[src/rtl/parking_sensor_gen.sv]
// Parking-gate sensor emulator: plays entry/exit sensor waveforms on request
// and tracks a saturating model of how many cars are parked.
module parking_sensor_gen #(
  parameter int HOLD = 4,
  parameter int GAP  = 2,
  parameter int CAP  = 10
) (
  input  logic       clk_2,
  input  logic       reset,
  input  logic       req_entry,
  input  logic       req_exit,
  output logic [1:0] sens_entry,
  output logic       sens_exit,
  output logic       busy,
  output logic       done,
  output logic       reject,
  output logic       drop,
  output logic [3:0] cars,
  output logic [2:0] state_dbg
);

  typedef enum logic [2:0] {
    S_IDLE    = 3'd0,
    S_E_APPR  = 3'd1,
    S_E_UNDER = 3'd2,
    S_E_LEAVE = 3'd3,
    S_X_UNDER = 3'd4,
    S_GAP     = 3'd5
  } state_e;

  localparam logic [7:0] HOLD_M1 = 8'(HOLD - 1);
  localparam logic [7:0] GAP_M1  = 8'(GAP - 1);
  localparam logic [3:0] CAP_V   = 4'(CAP);

  state_e     state_q, state_d;
  logic [7:0] cnt_q, cnt_d;
  logic [3:0] cars_q, cars_d;
  logic [1:0] sens_entry_q, sens_entry_d;
  logic       sens_exit_q, sens_exit_d;
  logic       busy_q, busy_d;
  logic       done_q, done_d;
  logic       reject_q, reject_d;
  logic       drop_q, drop_d;

  // Next-state logic; every output is derived from the next state so that
  // the registered outputs line up with the state they describe.
  always_comb begin
    state_d  = state_q;
    cnt_d    = cnt_q;
    cars_d   = cars_q;
    done_d   = 1'b0;
    reject_d = 1'b0;
    drop_d   = (state_q != S_IDLE) && (req_entry || req_exit);
    case (state_q)
      S_IDLE: begin
        if (req_exit && (cars_q != 4'd0)) begin
          state_d = S_X_UNDER;
          cnt_d   = HOLD_M1;
        end else if (req_entry && (cars_q < CAP_V)) begin
          state_d = S_E_APPR;
          cnt_d   = HOLD_M1;
        end else if (req_entry || req_exit) begin
          reject_d = 1'b1;
        end
      end
      S_E_APPR: begin
        if (cnt_q == 8'd0) begin
          state_d = S_E_UNDER;
          cnt_d   = HOLD_M1;
        end else begin
          cnt_d = cnt_q - 8'd1;
        end
      end
      S_E_UNDER: begin
        if (cnt_q == 8'd0) begin
          state_d = S_E_LEAVE;
          cnt_d   = HOLD_M1;
        end else begin
          cnt_d = cnt_q - 8'd1;
        end
      end
      S_E_LEAVE: begin
        if (cnt_q == 8'd0) begin
          state_d = S_GAP;
          cnt_d   = GAP_M1;
          done_d  = 1'b1;
          cars_d  = cars_q + 4'd1;
        end else begin
          cnt_d = cnt_q - 8'd1;
        end
      end
      S_X_UNDER: begin
        if (cnt_q == 8'd0) begin
          state_d = S_GAP;
          cnt_d   = GAP_M1;
          done_d  = 1'b1;
          cars_d  = cars_q - 4'd1;
        end else begin
          cnt_d = cnt_q - 8'd1;
        end
      end
      S_GAP: begin
        if (cnt_q == 8'd0) begin
          state_d = S_IDLE;
        end else begin
          cnt_d = cnt_q - 8'd1;
        end
      end
      default: begin
        state_d = S_IDLE;
        cnt_d   = 8'd0;
      end
    endcase

    busy_d      = (state_d != S_IDLE);
    sens_exit_d = (state_d == S_X_UNDER);
    case (state_d)
      S_E_APPR:  sens_entry_d = 2'b01;
      S_E_UNDER: sens_entry_d = 2'b11;
      S_E_LEAVE: sens_entry_d = 2'b10;
      default:   sens_entry_d = 2'b00;
    endcase
  end

  always_ff @(posedge clk_2 or negedge reset) begin
    if (!reset) begin
      state_q      <= S_IDLE;
      cnt_q        <= 8'd0;
      cars_q       <= 4'd0;
      sens_entry_q <= 2'b00;
      sens_exit_q  <= 1'b0;
      busy_q       <= 1'b0;
      done_q       <= 1'b0;
      reject_q     <= 1'b0;
      drop_q       <= 1'b0;
    end else begin
      state_q      <= state_d;
      cnt_q        <= cnt_d;
      cars_q       <= cars_d;
      sens_entry_q <= sens_entry_d;
      sens_exit_q  <= sens_exit_d;
      busy_q       <= busy_d;
      done_q       <= done_d;
      reject_q     <= reject_d;
      drop_q       <= drop_d;
    end
  end

  assign sens_entry = sens_entry_q;
  assign sens_exit  = sens_exit_q;
  assign busy       = busy_q;
  assign done       = done_q;
  assign reject     = reject_q;
  assign drop       = drop_q;
  assign cars       = cars_q;
  assign state_dbg  = state_q;

endmodule

[config.mk]
export PLATFORM = sky130hd
export DESIGN_NAME = parking_sensor_gen
export DESIGN_NICKNAME = d
export VERILOG_FILES = /design/src/rtl/parking_sensor_gen.sv
export SDC_FILE = /design/constraint.sdc
export NUM_CORES = 1
export LEC_CHECK = 0
export BUFFER_PORTS_ARGS = -buffer_cell sky130_fd_sc_hd__buf_2
export CORE_ASPECT_RATIO = 0.6
export CORE_MARGIN = 4
export CORE_UTILIZATION = 56
export CTS_BUF_LIST = sky130_fd_sc_hd__clkbuf_16
export DETAILED_ROUTE_END_ITERATION = 7
export GPL_TIMING_DRIVEN = 0
export PLACE_DENSITY = 0.87
export SLEW_MARGIN = 20
export SYNTH_ARGS = -nofsm -noshare
export SYNTH_HDL_FRONTEND = slang
export SYNTH_SLANG_ARGS = --single-unit
[constraint.sdc]
create_clock -name clk_2 -period 2.5 [get_ports clk_2]
set_input_delay 0.375 -clock clk_2 [delete_from_list [all_inputs] [get_ports clk_2]]
set_output_delay 0.375 -clock clk_2 [all_outputs]
set_load 0.01 [all_outputs]
=== Word-level counts from Yosys, hierarchy flattened ===
Cells that the tools add are included.

* ROM bits: 0
* Memories: 0
* Flip-flop bits (word level): 22
* Bits in writable memories: 0
* Bits in latches: 0

* Eq/ne operators: 13
* Add/sub/neg operators: 3
* Divide/modulo/power cells: 0
* Bitwise operators: 0
* Reductions and logical operators: 14
* Multiplexer cells: 23
* $lt $le $gt $ge: 1
* Multipliers: 0
* Shifts and indexed selects: 0

{| class="wikitable"
|+ Operators by type and width
! kind !! count
|-
| 8-bit 2-to-1 mux || 5
|-
| 8-bit one-hot mux with 4 select lines || 1
|-
| 3-bit 2-to-1 mux || 6
|-
| 3-bit one-hot mux with 5 select lines || 1
|-
| 3-bit by 2-bit equality test with 1-bit output (second input constant) || 4
|-
| 3-bit equality test (second input constant) || 3
|-
| 8-bit logical NOT || 1
|-
| 4-bit 2-to-1 mux || 2
|-
| 4-bit one-hot mux with 2 select lines || 1
|-
| 8-bit by 1-bit subtractor with 8-bit output (second input constant) || 1
|-
| 3-bit by 1-bit equality test with 1-bit output (second input constant) || 2
|-
| 1-bit 2-to-1 mux || 6
|-
| 2-bit != test (second input constant) || 3
|-
| 2-bit one-hot mux with 3 select lines || 1
|-
| 3-bit nonzero test || 2
|-
| 4-bit by 1-bit adder with 4-bit output (second input constant) || 1
|-
| 4-bit < comparator (second input constant) || 1
|-
| 4-bit nonzero test || 1
|-
| 2-bit OR reduction || 2
|-
| 4-bit by 1-bit subtractor with 4-bit output (second input constant) || 1
|-
| 1-bit logical AND || 3
|-
| 3-bit logical NOT || 1
|-
| 3-bit != test (second input constant) || 1
|-
| 3-bit AND reduction || 1
|-
| other kinds (3) || 3
|}

=== Logic depth before layout (Yosys ltp) ===
* Depth after elaboration: 7
* Mapped depth: 9
* Mapped depth without buffers: 8

=== Worst setup path after synthesis ===
Ideal clock, no wire load.

* Kind: flip-flop to flip-flop
* Start point: register state_q[1], in the netlist state_dbg[1]
* End point: register cars_q[3], in the netlist cars[3]
* Stages on the path, launching flop included: 10
* Data required time: 2.374 ns
* Arrival: 2.088 ns
* Setup time: 0.126 ns
* Slack: 0.285 ns
* Period minus slack after synthesis: 2.215 ns
* Cell sequence: dfrtp_1 > buf_4 > nor2_1 > nand2_1 > inv_1 > ha_1 > a21o_1 > a21o_1 > a221o_1 > a311o_1

* Word-level cells in the longest chain between the ends: 3
* Elaborated cells on any way between the ends: 7

{| class="wikitable"
|+ Ends and longest elaborated chain
! item !! line !! RTL
|-
| from (decl) || 35 || <nowiki>state_e state_q, state_d;</nowiki>
|-
| from (signal assigned) || 137 || <nowiki>state_q <= state_d;</nowiki>
|-
| 3-bit by 2-bit equality test with 1-bit output / 3-bit equality test (equally long branches) || 54 || <nowiki>case (state_q)</nowiki>
|-
| 2-bit != test (no line) / 2-bit nonzero test (equally long branches) || n/a ||
|-
| 3-bit AND reduction (no line) || n/a ||
|-
| to (signal assigned) || 139 || <nowiki>cars_q <= cars_d;</nowiki>
|-
| to (decl) || 37 || <nowiki>logic [3:0] cars_q, cars_d;</nowiki>
|}

Parallel ways exist; a longest one is shown, timed or not.
A chain may end at the register's enable or synchronous reset.

=== Worst setup path after layout ===
Ends and elaborated chain as after synthesis.

==> results.yml <==
status:
  status: "finished, final reports clean"
placed_design:
  dp_hpwl_mm: 2.386
  gp_congestion: 0.8568
  port_buffers: 17
  dpl-instance-area_mm2: 0.001453
sta:
  setup_viol: 0
  slew_headroom_pct: 48.55
  worst_slew_pin_slew_ns: 0.7659
  rsz0062_at_grt: "false"
  period_share_pct: 90.64
  hold_ws_ns: 0.07772
  drv_slew: 0
  setup_tns_ns: 0
  fmax_mhz: 441.3
  clock_skew_ns: 0.002998
  finalCriticalPeriod_ns: 2.266
  hold_viol_final: 0
critical_path:
  cp_top_family: "compound AO/OA/AOI/OAI gates"
  cp-end-kind: "flip-flop"
  cp_slowest_stage_delay_ns: 0.37
  critical_path_class: "flip-flop to flip-flop"
  crit_fanout: 9
  crit_buf_inv: 2
  cp_data_required_time_ns: 2.64
  cpMaxStageDelayCell: "dfrtp_1"
  start_kind: "flip-flop"
  path_cells: "buf_4 > nor2_1 > nand2_1 > inv_2 > ha_1 > a21o_1 > a21o_1 > a221o_1 > a311o_1"
  cp.arrival_ns: 2.40
  cpMostUsedCell: "a21o_1"
global_route:
  antenna_found_initial: 0
  grt_pass1_vias: 1098
  grt_overflow: 0
  grt_usage_pct: 22.02
  grt_max_degree: 23
  grt_pass1_wl_mm: 5.430
yosys:
  synth_enable_flop_cells: 0
  syn_nets: 154
  synth_ff_type: "dfrtp_1"
  synth-async-reset-ratio_pct: 100.0
  ys_ff_latch: 22
  yosysSeqAreaShare_pct: 41.39
  syn_inst: 146
  ys_types: 48
  yosysWarnings: 0
  synthesis.area_mm2: 0.001330
  syn_avg_cell_area_um2: 9.110
floorplan:
  core-area_mm2: 0.002212
  ioPinCount: 18
  die_h_um: 45.75
  start_util_pct: 60.12
  die_w_um: 70.92
  rows: 13
  dieArea_mm2: 0.003244
power_and_ir_drop:
  powerDensity_mw_per_mm2: 522.5
  irDropWorstVdd_uv: 520.2
  power_uw: 814.0
  p_leak_nw: 0.7514
cells_and_area:
  drive_above_1_share_pct: 19.16
  fin_area_mm2: 0.001558
  synthToLayoutAreaGrowth_pct: 17.12
  fin_nets: 176
  n_antenna_cell: 0
  fillCellCount: 175
  fin_util_pct: 70.42
clock_tree:
  clk_pin_slew_ns: 0.06
  clockRootBuffer: "clkbuf_16"
  h-tree-depth: 1
  clock-sinks: 22
  cts_tree: "built"
  cts_hold_buf: 0
  clkLatencyLatePin_ns: 0.25
  clk_path_buf_depth: 2
  cts-buffers-inserted: 3
routing:
  drt.antenna.violating_nets: 0
  first_iter_violations: 132
  vias: 1244
  wl_per_cell_um: 16.38
  drt_wl_total_mm: 3.226
  drc: 0
  vias_per_cell: 6.315
  first_pass_iters: 6
worst_hold_path:
  min_path_type: "input port to async pin"
flow_run:
  max-cap-violations: 0
-- routing by layer --
metal / vias up / track usage, % / part of all wire, %
met5: - / 0 / 0
met4: 0 / 4.869 / 2.0
met3: 10 / 6.167 / 11
met2: 85 / 34.81 / 44
met1: 576 / 30.58 / 43
li1: 573 / - / -
-- flip-flops by register name (all words and copies together), names as in the netlist --
register    count
sens_exit       1
sens_entry      2
reject          1
cars            4
cnt_q           8
done            1
state_dbg       3
busy            1
drop            1
-- placed cells by master (no fill, tap or decap), drive strengths merged, types with 2 or more instances in the layout --
cell type  count
nand2b         2
o211ai         2
xor2           2
nor4           4
nand3          3
nand2          9
o21ai         14
a21o           2
clkbuf         6
nor3           8
o22ai          2
ha             3
buf           20
dfrtp         22
nor2b          2
nor2          10
or4            2
a21oi         12
inv           12
o211a          2
a31oi          4
-- cell families after synthesis --
kind of cell             Yosys count  share of synthesized area (%)
AO/OA/AOI/OAI                     48                          23.90
XOR/XNOR                           3                          1.976
adder cells (fa/ha/maj)            4                          4.328
buffers and inverters             18                          5.550
flip-flops                        22                          41.39
multiplexers                       1                         0.7526
AND/OR/NAND/NOR                   50                          22.11
-- cell type report --
cell class              count  area, um2  share of cell area [%]
clock buffers               3      75.07                   4.819
flip-flops and latches     22      550.5                   35.34
well taps                  30      37.54                   2.410
clock inverters             1      30.03                   1.928
inverters                  12      45.04                   2.892
repair buffers             17      85.08                   5.462
multi-input cells         106      705.7                   45.30
plain buffers               6      28.78                   1.847
-- Yosys cell counts (all sizes together) (2+ instances only) --
master	count	area, um2
o211a	2	20.02
o22ai	2	12.51
a21o	2	15.01
clkbuf	3	11.26
nand3	3	15.01
a31oi	4	25.02
nor3	8	40.04
o211ai	2	28.78
nand2	9	33.78
buf	3	17.52
xor2	2	17.52
o21ai	14	70.07
dfrtp	22	550.5
nor2	10	37.54
nand2b	2	12.51
ha	3	37.54
inv	12	45.04
nor4	4	40.04
a21oi	12	60.06
or4	2	16.27
nor2b	2	12.51
-- worst paths after layout --
path / from / end / slack (ns) / depth (start not counted)
setup / recovery: state_dbg[1]$_DFF_PN0_ / cars[3]$_DFFE_PN0P_ / 0.23 / 9
hold / removal: reset / cars[2]$_DFFE_PN0P_ / 0.08 / 1
setup reg to reg: state_dbg[1]$_DFF_PN0_ / cars[3]$_DFFE_PN0P_ / 0.23 / 9
hold reg to reg: cnt_q[7]$_DFFE_PN0P_ / cnt_q[7]$_DFFE_PN0P_ / 0.55 / 1
max in group asynchronous: reset / drop$_DFF_PN0_ / 2.09 / 1
min in group clk_2: req_exit / drop$_DFF_PN0_ / 0.42 / 3
-- what timing repair did --
| action | in CTS | in global routing |
|---|---|---|
| gates resized for setup | 0 | 1 |
| endpoints found under the setup margin | 0 | 1 |
| setup buffers | 0 | 0 |
-- per-stage QoR --
step	cells	setup slack [ns]
finish	197	0.2340
global route	197	0.07901
CTS	197	0.1561
detailed placement	193	0.1708
global placement	193	0.2244
floorplan	146	0.2853
-- power by group --
| part | leakage [nW] | internal (mW) | switching, mW |
|---|---|---|---|
| logic | 0.438 | 0.00359 | 0.0103 |
| clock network | 0.0511 | 0.318 | 0.125 |
| registers | 0.262 | 0.357 | 0.000147 |
| total | 0.751 | 0.678 | 0.136 |
Note: power is estimated with default switching activity, not from simulation.
